===== src/rtl/split_sort_p2.sv =====
`timescale 1ns/1ps
`default_nettype none
// ============================================================================
// split_sort_p2 : reads R[0..7], insertion-sorts halves into P (0-3) and Q (4-7)
// Revision 1.0
// ============================================================================
module split_sort_p2 (
  input  logic       Clk,
  input  logic       Reset,
  input  logic       Start,
  input  logic       Ack,
  input  logic [7:0] Rs_of_K,
  output logic [3:0] K,
  output logic [7:0] Ps_of_I,
  output logic [3:0] I,
  output logic       Ps_of_I_Write,
  output logic [7:0] Qs_of_J,
  output logic [3:0] J,
  output logic       Qs_of_J_Write
);

  typedef enum logic [4:0] {
    INI  = 5'b00001,
    LDP  = 5'b00010,
    LDQ  = 5'b00100,
    WRQ  = 5'b01000,
    DONE = 5'b10000
  } state_t;

  state_t          state;
  state_t          state_nxt;
  logic [3:0][7:0] pbuf;
  logic [3:0][7:0] qbuf;

  // Stable insert: x lands after every valid entry that is <= x.
  function automatic logic [3:0][7:0] insert_sorted(input logic [3:0][7:0] cur,
                                                    input logic [1:0]       n,
                                                    input logic [7:0]       x);
    logic [3:0][7:0] res;
    logic [2:0]      pos;
    pos = 3'd0;
    for (int i = 0; i < 4; i++) begin
      if ((3'(i) < {1'b0, n}) && (cur[i] <= x)) pos = pos + 3'd1;
    end
    res[0] = (pos == 3'd0) ? x : cur[0];
    for (int i = 1; i < 4; i++) begin
      if (3'(i) < pos)       res[i] = cur[i];
      else if (3'(i) == pos) res[i] = x;
      else                   res[i] = cur[i-1];
    end
    return res;
  endfunction

  always_ff @(posedge Clk or posedge Reset) begin
    if (Reset) state <= INI;
    else       state <= state_nxt;
  end

  always_comb begin
    state_nxt     = state;
    Ps_of_I_Write = 1'b0;
    Qs_of_J_Write = 1'b0;
    case (state)
      INI:  if (Start) state_nxt = LDP;
      LDP:  if (K[1:0] == 2'd3) state_nxt = LDQ;
      LDQ: begin
        Ps_of_I_Write = 1'b1;
        if (K[1:0] == 2'd3) state_nxt = WRQ;
      end
      WRQ: begin
        Qs_of_J_Write = 1'b1;
        if (J == 4'd3) state_nxt = DONE;
      end
      DONE: if (Ack) state_nxt = INI;
      default: state_nxt = INI;
    endcase
  end

  // Indices saturate at their last value so none ever leaves its range.
  always_ff @(posedge Clk or posedge Reset) begin
    if (Reset) begin
      K <= 4'd0;
      I <= 4'd0;
      J <= 4'd0;
    end else begin
      case (state)
        INI: begin
          K <= 4'd0;
          I <= 4'd0;
          J <= 4'd0;
        end
        LDP: K <= K + 4'd1;
        LDQ: begin
          if (K != 4'd7) K <= K + 4'd1;
          if (I != 4'd3) I <= I + 4'd1;
        end
        WRQ: if (J != 4'd3) J <= J + 4'd1;
        default: ;
      endcase
    end
  end

  always_ff @(posedge Clk) begin
    if (state == LDP) pbuf <= insert_sorted(pbuf, K[1:0], Rs_of_K);
    if (state == LDQ) qbuf <= insert_sorted(qbuf, K[1:0], Rs_of_K);
  end

  assign Ps_of_I = pbuf[I[1:0]];
  assign Qs_of_J = qbuf[J[1:0]];

endmodule
`default_nettype wire


===== config.mk =====
export PLATFORM = sky130hd
export DESIGN_NAME = split_sort_p2
export DESIGN_NICKNAME = d
export VERILOG_FILES = /design/src/rtl/split_sort_p2.sv
export SDC_FILE = /design/constraint.sdc
export NUM_CORES = 1
export LEC_CHECK = 0
export CORE_ASPECT_RATIO = 1.1
export CORE_MARGIN = 5
export CORE_UTILIZATION = 59
export CTS_BUF_LIST = sky130_fd_sc_hd__clkbuf_8
export CTS_CLUSTER_SIZE = 8
export DETAILED_ROUTE_END_ITERATION = 8
export PLACE_DENSITY = 0.8
export SETUP_SLACK_MARGIN = 0.4
export SYNTH_ARGS = -nofsm -noshare
export SYNTH_HDL_FRONTEND = slang
export SYNTH_SLANG_ARGS = --single-unit

===== constraint.sdc =====
create_clock -name Clk -period 4.15 [get_ports Clk]
set_input_delay 0.415 -clock Clk [delete_from_list [all_inputs] [get_ports Clk]]
set_output_delay 0.415 -clock Clk [all_outputs]
set_load 0.02 [all_outputs]

* Yosys cells after proc, flatten, opt, wreduce, memory -nomap -nowiden *
Index checks and enable logic that the tools add are counted.

storage, ports and cells
  bits in registers = 81
  bits in latches = 0
  RAM bits = 0
  memory bits (read-only) = 0
  input port bits = 12
  output and inout bits = 30
  logic and storage cells = 125
  memories kept = 0

cells by class
  add/subtract/negate cells = 7
  multiply operators = 0
  divide/modulo/power cells = 0
  order comparisons = 17
  eq/ne operators = 24
  shift-type cells = 0
  muxes and demuxes = 36
  bitwise logic cells = 6
  reductions and logical operators = 23

operators by type and width
  kind                                                         number
  two-way mux 8 bit                                            8
  <= comparator 8 bit                                          6
  binary-select mux 8 bit (select 2 bit)                       2
  two-way mux 3 bit                                            10
  two-way mux 5 bit                                            5
  case mux 5 bit (5 select lines)                              1
  AND reduction 2 bit                                          11
  inequality test 2 bit (second input constant)                8
  case mux 4 bit (2 select lines)                              2
  adder 3 x 1 -> 3 bit (second input constant)                 4
  adder 4 x 1 -> 4 bit (second input constant)                 3
  equality test 2 x 3 -> 1 bit (first input constant)          4
  less-than comparator 2 x 3 -> 1 bit (first input constant)   4
  two-way mux 4 bit                                            3
  case mux 4 bit (3 select lines)                              1
  inequality test 4 x 2 -> 1 bit (second input constant)       2
  equality test 1 x 3 -> 1 bit (first input constant)          2
  logical AND 1 bit                                            6
  logical NOT 3 bit                                            2
  less-than comparator 1 x 3 -> 1 bit (first input constant)   2
  less-than comparator 2 x 3 -> 1 bit (second input constant)  2
  inverter 1 bit                                               6
  equality test 5 x 1 -> 1 bit (second input constant)         1
  equality test 5 x 2 -> 1 bit (second input constant)         1
  12 further kinds                                             17

* Depth between registers and ports, before layout *
Gate-level depths: netlist (run 1).

  depth after elaboration = 13
  depth in mapped cells = 16

* Least setup slack after synthesis (run 1) *
OpenSTA, ideal clock, no wires.

  path kind = input port to flip-flop
  start point = input Rs_of_K[5]
  end point = register pbuf[16] in the netlist's numbering (data pin)
  library setup time = 261 ps
  data arrival time = 3,493 ps
  required time = 3,889 ps
  path slack = 396 ps
  cell stages on the path = 15
  path through = clkbuf_1 -> inv_1 -> ha_1 -> a21o_1 -> a21o_1 -> a21oi_1 -> a21oi_1 -> a311oi_1 -> fa_1 -> clkbuf_1 -> nor2_1 -> and2_1 -> clkbuf_1 -> nor4_1 -> a311o_1

on the way
  word-level cells in the longest chain between the ends = 12
  elaborated cells between the ends (all ways) = 16
  classes of those cells = add/sub: 2; order compare: 3; eq/ne: 1; mux: 7; reduce/logical: 3

RTL lines
  item                              RTL line  text
  start: declaration                12        input logic [7:0] Rs_of_K,
  <= comparator 8 bit               43        if ((3'(i) < {1'b0, n}) && (cur[i] <= x)) pos = pos + 3'd1;
  logical AND 1 bit                 43
  two-way mux 1 bit                 43
  two-way mux 3 bit                 104       if (state == LDP) pbuf <= insert_sorted(pbuf, K[1:0], Rs_of_K);
  adder 3 x 1 -> 3 bit              43
  two-way mux 3 bit                 43
  two-way mux 3 bit                 104
  adder 3 x 1 -> 3 bit              43
  two-way mux 3 bit (*)             43
  two-way mux 3 bit (*)             104
  equality test 2 x 3 -> 1 bit (*)  48        else if (3'(i) == pos) res[i] = x;
  two-way mux 8 bit (*)             48
  end signal: assignment            104
  end: declaration                  32        logic [3:0][7:0] pbuf;

Mark *: on every way between the ends. The rest lies on a longest branch, timed or not. The select of a mux whose other input is x is not followed.
A chain may end at the register's enable or synchronous reset.

* Final worst setup path (run 1) *
  start point = input Rs_of_K[4]
  end point = register pbuf[11] in the netlist's numbering (data pin)

on the way
  word-level cells in the longest chain between the ends = 12
  elaborated cells between the ends (all ways) = 16
  classes of those cells = add/sub: 2; order compare: 3; eq/ne: 1; mux: 7; reduce/logical: 3

RTL lines
  item                              RTL line
  <= comparator 8 bit               43
  logical AND 1 bit                 43
  two-way mux 1 bit                 43
  two-way mux 3 bit                 104
  adder 3 x 1 -> 3 bit              43
  two-way mux 3 bit                 43
  two-way mux 3 bit                 104
  adder 3 x 1 -> 3 bit              43
  two-way mux 3 bit (*)             43
  two-way mux 3 bit (*)             104
  equality test 1 x 3 -> 1 bit (*)  48
  two-way mux 8 bit (*)             48

Marked as above.

==> results_dict.tcl, run 1 <==
set metrics [dict create \
    setup_slack_ns 0.506 \
    grt_pass1_wl_um 28000 \
    syn_avg_cell_area_um2 9.88 \
    insertion_delay_ns 0.36 \
    ys_seq_area_share_pct 38.1 \
    leakage_nw 2.78 \
    share_comb_of_total_power_pct 47.4 \
    cts_sinks 81 \
    ff2ff_setup_slack_ns 0.64 \
    drive_above_1_share_pct 14.1 \
    cp_cell_sequence "clkdlybuf4s50_1 > inv_1 > buf_4 > ha_1 > nand4_1 > nor2_1 > o311a_1 > fa_2 > clkbuf_2 > nand2b_1 > nand2_1 > a2bb2oi_1 > a311o_1" \
    setup_tns_ns 0 \
    vias 5433 \
    internal-power_mw 2.06 \
    synth-seq-cells 81 \
    path_max_fanout 8 \
    synth_ff_type "edfxtp_1" \
    switching_share_pct 40.8 \
    hpwl_um 12700 \
    dr.pass1.iters 5 \
    coreArea_um2 10300 \
    syn_inst 624 \
    drc 0 \
    final_common_cell "nand2_1" \
    ctsRootBufferMaster "clkbuf_8" \
    place_ws_ns 0.0864 \
    io_pins 42 \
    routedWlPerCell_um 22.3 \
    p_seq_share_pct 34.6 \
    slew_violations 0 \
    fp.dieW_um 107 \
    rsz0062_at_grt "no" \
    r2r_end "pbuf[24]" \
    crit_end "pbuf[11]" \
    finalSetupViolCount 0 \
    async_flop_share_pct 21.0 \
    fp.dieArea_um2 12600 \
    cts.htree.levels 3 \
    die_y_um 117 \
    hold_buffers 0 \
    num_antenna_cells 0 \
    syn_nets 694 \
    yosysWarningCount 0 \
    worstSetupPathType "in -> reg" \
    cts_buffers 9 \
    final_cells 811 \
    cts_tree "built" \
    core.rowCount 39 \
    critPathLaunch "Rs_of_K[4]" \
    r2r-start "pbuf[1]" \
    drt_wl_total_um 18100 \
    worstMarginPinSlew_ns 0.692 \
    clock_skew_ns 0.0105 \
    end_kind "register" \
    slew_headroom_pct 53.8 \
    area_growth_pct 14.0 \
    p_sw_mw 1.42 \
    slowest_delay_ns 0.65 \
    drv_cap 0 \
    gp_congestion 0.915 \
    path_clk_slew_ns 0.09 \
    hold_viol 0 \
    grt_pass1_vias 5230 \
    max_freq_mhz 274 \
    antenna_found_initial 0 \
    pwr_density_cell_nw_per_um2 494 \
    grt_usage_pct 29.2 \
    ant_nets 0 \
    final_cell_mix "nand2_1, edfxtp_1, ha_1" \
    initial_core_util_pct 59.9 \
    clkPwrFrac_pct 18.0 \
    worstPathArrival_ns 3.75 \
    synth_edf_count 64 \
    startpoint_type "primary input" \
    hold_class "in -> async" \
    cp_data_required_time_ns 4.26 \
    syn_area_um2 6170 \
    ys_types 65 \
    drtIter0Drc 396 \
    grt_overflow 0 \
    viasPerCell 6.70 \
    portBuffers 41 \
    reg2regPathDepth 10 \
    irDropWorstVdd_mv 0.346 \
    dp.cells 792 \
    period_share_pct 87.8 \
    finalNetCount 733 \
    status "finished, final reports clean" \
    fillers 776 \
    grt_max_degree 35 \
    period_needed_ns 3.64 \
    cts_buffer_depth 2 \
    slowest_stage "fa_2" \
]
-- power groups by stage --
| stage | clock [mW] | combinational, mW | sequential [mW] |
|---|---|---|---|
| 2_1_floorplan | 0 | 1.19 | 1.15 |
| 3_3_place_gp | 0 | 1.51 | 1.21 |
| 3_5_place_dp | 0 | 1.57 | 1.21 |
| 4_1_cts | 0.624 | 1.58 | 1.20 |
| 5_1_grt | 0.658 | 1.79 | 1.22 |
| 6_report | 0.627 | 1.65 | 1.20 |
-- metrics by stage --
| step | cell area, um^2 | hold slack (ns) | power [mW] | utilization [%] |
|---|---|---|---|---|
| CTS | 6990 | 0.469 | 3.40 | 67.9 |
| detailed placement | 6790 | 0.541 | 2.78 | 65.9 |
| floorplan | 6170 | 0.340 | 2.34 | - |
| finish | 7030 | 0.451 | 3.48 | 68.3 |
| global route | 7030 | 0.507 | 3.67 | 68.3 |
| global placement | 6790 | 0.524 | 2.72 | 65.9 |
-- worst min-delay path by stage --
| stage | slack, ns | from | end |
|---|---|---|---|
| 2_1_floorplan | 0.34 | Reset | I[0] |
| 3_3_place_gp | 0.52 | J[3] | J[3] |
| 3_5_place_dp | 0.54 | K[3] | K[3] |
| 4_1_cts | 0.47 | Reset | J[2] |
| 5_1_grt | 0.51 | Reset | K[3] |
| 6_report | 0.45 | Reset | state[1] |
-- logic make-up (layout without fill, tap and decap cells) --
family,after synthesis,after routing,share of synthesized area (%)
and+or+nand+nor,246,246,19.2
buffers and inverters,65,109,4.48
adders and majority gates,58,58,12.0
muxes,26,26,7.67
DFF,81,81,38.1
xor gates and xnor gates,1,1,0.142
AOI/OAI and AO/OA,147,147,18.4
-- state kept, by name (all words and copies together) (netlist names) --
signal and count:
pbuf 32, K 4, I 4, qbuf 32, state 5, J 4
-- cell usage after synthesis (3+ instances only) --
cell,count,area [um^2]
nand3b_1,3,22.5
o21ai_0,21,105
nand2_1,143,537
a311o_1,18,180
nand3_1,7,35.0
o31ai_1,3,22.5
ha_1,56,701
mux4_2,16,360
or3_1,7,43.8
o21ai_1,4,20.0
nor2_1,14,52.6
buf_2,14,70.1
o2bb2ai_1,16,140
and4_1,6,52.6
o311ai_1,7,61.3
o31a_1,3,26.3
o22ai_1,4,25.0
a2bb2oi_1,16,140
buf_1,7,26.3
a21o_1,6,45.0
nand2b_1,8,50.1
and3_1,4,25.0
dfrtp_1,16,400
nand4_1,7,43.8
edfxtp_1,64,1920
inv_1,22,82.6
a21oi_1,20,100
a211o_1,9,78.8
mux2_2,10,113
nor3_1,18,90.1
clkbuf_1,18,67.6
nor2b_1,11,68.8
-- worst max-delay path: cells and delay by family --
kind	cells	cell delay, ns
AO/OA/AOI/OAI	3	0.77
adder cells (fa/ha/maj)	2	0.94
buffers and inverters	4	1.06
AND/OR/NAND/NOR	4	0.57
-- layout make-up --
type                            instances  area (um^2)  share of cell area (%)
Timing Repair Buffer                   70          638                    9.07
Sequential cell                        81         2350                    33.4
Clock inverter                          5         52.6                   0.747
Tap cell                              143          179                    2.54
Inverter                               23         86.3                    1.23
Clock buffer                           11          151                    2.15
Multi-Input combinational cell        478         3580                    50.9
-- repair_timing --
item / CTS / global route
buffers inserted: 0 / 3
hold endpoints to repair: 0 / 0
resized for setup: 0 / 10
setup endpoints to repair: 0 / 55
-- routing by layer --
layer	vias up	GRT usage, %	wire (um)
met3	78	4.39	1530
met2	315	50.2	8930
met1	2600	35.7	6750
li1	2440	-	-
met5	-	0	0
met4	0	15.4	904
(Power assumes the default switching activity.)
==> run 2, diff against run 1 <==
--- a/config.mk
+++ b/config.mk
@@ -7,11 +7,11 @@
 export LEC_CHECK = 0
 export CORE_ASPECT_RATIO = 1.1
 export CORE_MARGIN = 5
-export CORE_UTILIZATION = 59
+export CORE_UTILIZATION = 56
 export CTS_BUF_LIST = sky130_fd_sc_hd__clkbuf_8
 export CTS_CLUSTER_SIZE = 8
 export DETAILED_ROUTE_END_ITERATION = 8
-export PLACE_DENSITY = 0.8
+export PLACE_DENSITY = 0.79
 export SETUP_SLACK_MARGIN = 0.4
 export SYNTH_ARGS = -nofsm -noshare
 export SYNTH_HDL_FRONTEND = slang
==> constraint.sdc (replaced) <==
create_clock -name Clk -period 3 [get_ports Clk]
set_input_delay 0.3 -clock Clk [delete_from_list [all_inputs] [get_ports Clk]]
set_output_delay 0.3 -clock Clk [all_outputs]
set_load 0.02 [all_outputs]
==> results_dict.tcl, run 2 (synthesis gave the netlist of run 1 again) <==
set metrics [dict create \
    status "complete, but fails checks" \
    violations "setup timing" \
    dr.pass1.iters 8 \
    routedWlPerCell_um 25.0 \
    hold_viol 0 \
    slew_headroom_pct 53.6 \
    place_ws_ns -0.925 \
    holdWs_ns 0.316 \
    setup_tns_ns -9.72 \
    max_freq_mhz 300 \
    pwr_density_cell_nw_per_um2 690 \
    reg2regPathDepth 12 \
    cts.htree.levels 3 \
    area_growth_pct 40.0 \
    io_pins 42 \
    ff2ff_setup_slack_ns -0.33 \
    coreArea_um2 10900 \
    grt_usage_pct 32.2 \
    drive_above_1_share_pct 38.7 \
    cts_buffer_depth 2 \
    viasPerCell 6.93 \
    finalNetCount 832 \
    startpoint_type "register" \
    grt_pass1_vias 6047 \
    insertion_delay_ns 0.38 \
    leakage_nw 3.48 \
    fp.dieArea_um2 13200 \
    r2r_end "qbuf[22]" \
    grt_max_degree 35 \
    path_clk_slew_ns 0.09 \
    drv_cap 0 \
    worstSetupPathType "reg -> reg" \
    portBuffers 41 \
    clock_skew_ns 0.0111 \
    vias 6333 \
    hpwl_um 14000 \
    drt_wl_total_um 22800 \
    final_common_cell "nand2_1" \
    irDropWorstVdd_mv 0.380 \
    end_kind "register" \
    fillers 640 \
    worstPathArrival_ns 3.50 \
    dp.cells 870 \
    gp_congestion 0.929 \
    worstMarginPinSlew_ns 0.695 \
    setup_slack_ns -0.332 \
    drc 0 \
    ctsRootBufferMaster "clkbuf_8" \
    cts_sinks 81 \
    initial_core_util_pct 56.8 \
    period_needed_ns 3.33 \
    final_cell_mix "nand2_1, buf_4, edfxtp_1" \
    period_share_pct 111 \
    die_y_um 120 \
    grt_overflow 0 \
    r2r-start "qbuf[5]" \
    cp_data_required_time_ns 3.17 \
    path_max_fanout 7 \
    antenna_found_initial 0 \
    core.rowCount 40 \
    num_antenna_cells 0 \
    fp.dieW_um 110 \
    rsz0062_at_grt "yes" \
    slew_violations 0 \
    drtIter0Drc 610 \
    finalSetupViolCount 74 \
    grt_pass1_wl_um 32100 \
    reg_top3 "pbuf x32, qbuf x32, state x5" \
    total_power_mw 5.96 \
    cts_buffers 9 \
    cts_tree "built" \
    hold_class "in -> async" \
    final_cells 914 \
    ant_nets 0 \
]
[run 2: timing repair]
action / in CTS / in global routing
setup buffers: 17 / 8
pin swaps: 54 / 32
cloned: 3 / 0
endpoints found under the setup margin: 112 / 97
hold buffers: 0 / 0
gates resized for setup: 114 / 42
[run 2: worst max-delay path by stage]
| stage | cells after the start | end | start |
|---|---|---|---|
| floorplan | 15 | qbuf[21] | Rs_of_K[1] |
| CTS | 13 | pbuf[15] | pbuf[5] |
| finish | 12 | qbuf[22] | qbuf[5] |
| global placement | 14 | pbuf[16] | Rs_of_K[1] |
| global route | 12 | qbuf[22] | qbuf[5] |
| detailed placement | 14 | pbuf[16] | Rs_of_K[1] |
[run 2: report_power, final]
group / leakage, nW / internal (mW) / switching, mW
logic: 2.55 / 1.52 / 1.83
registers: 0.804 / 1.46 / 0.161
clock network: 0.123 / 0.538 / 0.450
total: 3.48 / 3.52 / 2.44
[run 2: critical path, stage by stage, from the launching register on]
cell and delay (ns):
edfxtp_1 0.43, ha_4 0.24, a21o_1 0.17, a21o_1 0.16, a21oi_2 0.14, a21oi_2 0.06
a311o_1 0.39, fa_2 0.56, nand3b_1 0.21, buf_6 0.18, nand2_2 0.05, or3_4 0.41
o311ai_4 0.12
[run 2: routing by layer]
layer  GRT usage [%]  share of wire (%)
met5               0                  0
met4            21.2                8.0
met3            4.84                9.8
met2            53.5                 49
met1            37.8                 34
[run 2: through the flow]
stage | cell area [um^2] | util, %
4_1_cts | 8400 | 77.4
3_5_place_dp | 7620 | 70.2
2_1_floorplan | 6570 | -
3_3_place_gp | 7620 | 70.2
5_1_grt | 8640 | 79.5
6_report | 8640 | 79.5
[run 2: cell type report]
| cell class | instances | area [um^2] | area share, % |
|---|---|---|---|
| Sequential cell | 81 | 2350 | 27.3 |
| Clock buffer | 12 | 165 | 1.91 |
| Clock inverter | 4 | 73.8 | 0.855 |
| Multi-Input combinational cell | 479 | 4220 | 48.8 |
| Inverter | 23 | 119 | 1.38 |
| Timing Repair Buffer | 168 | 1520 | 17.6 |
| Tap cell | 147 | 184 | 2.13 |
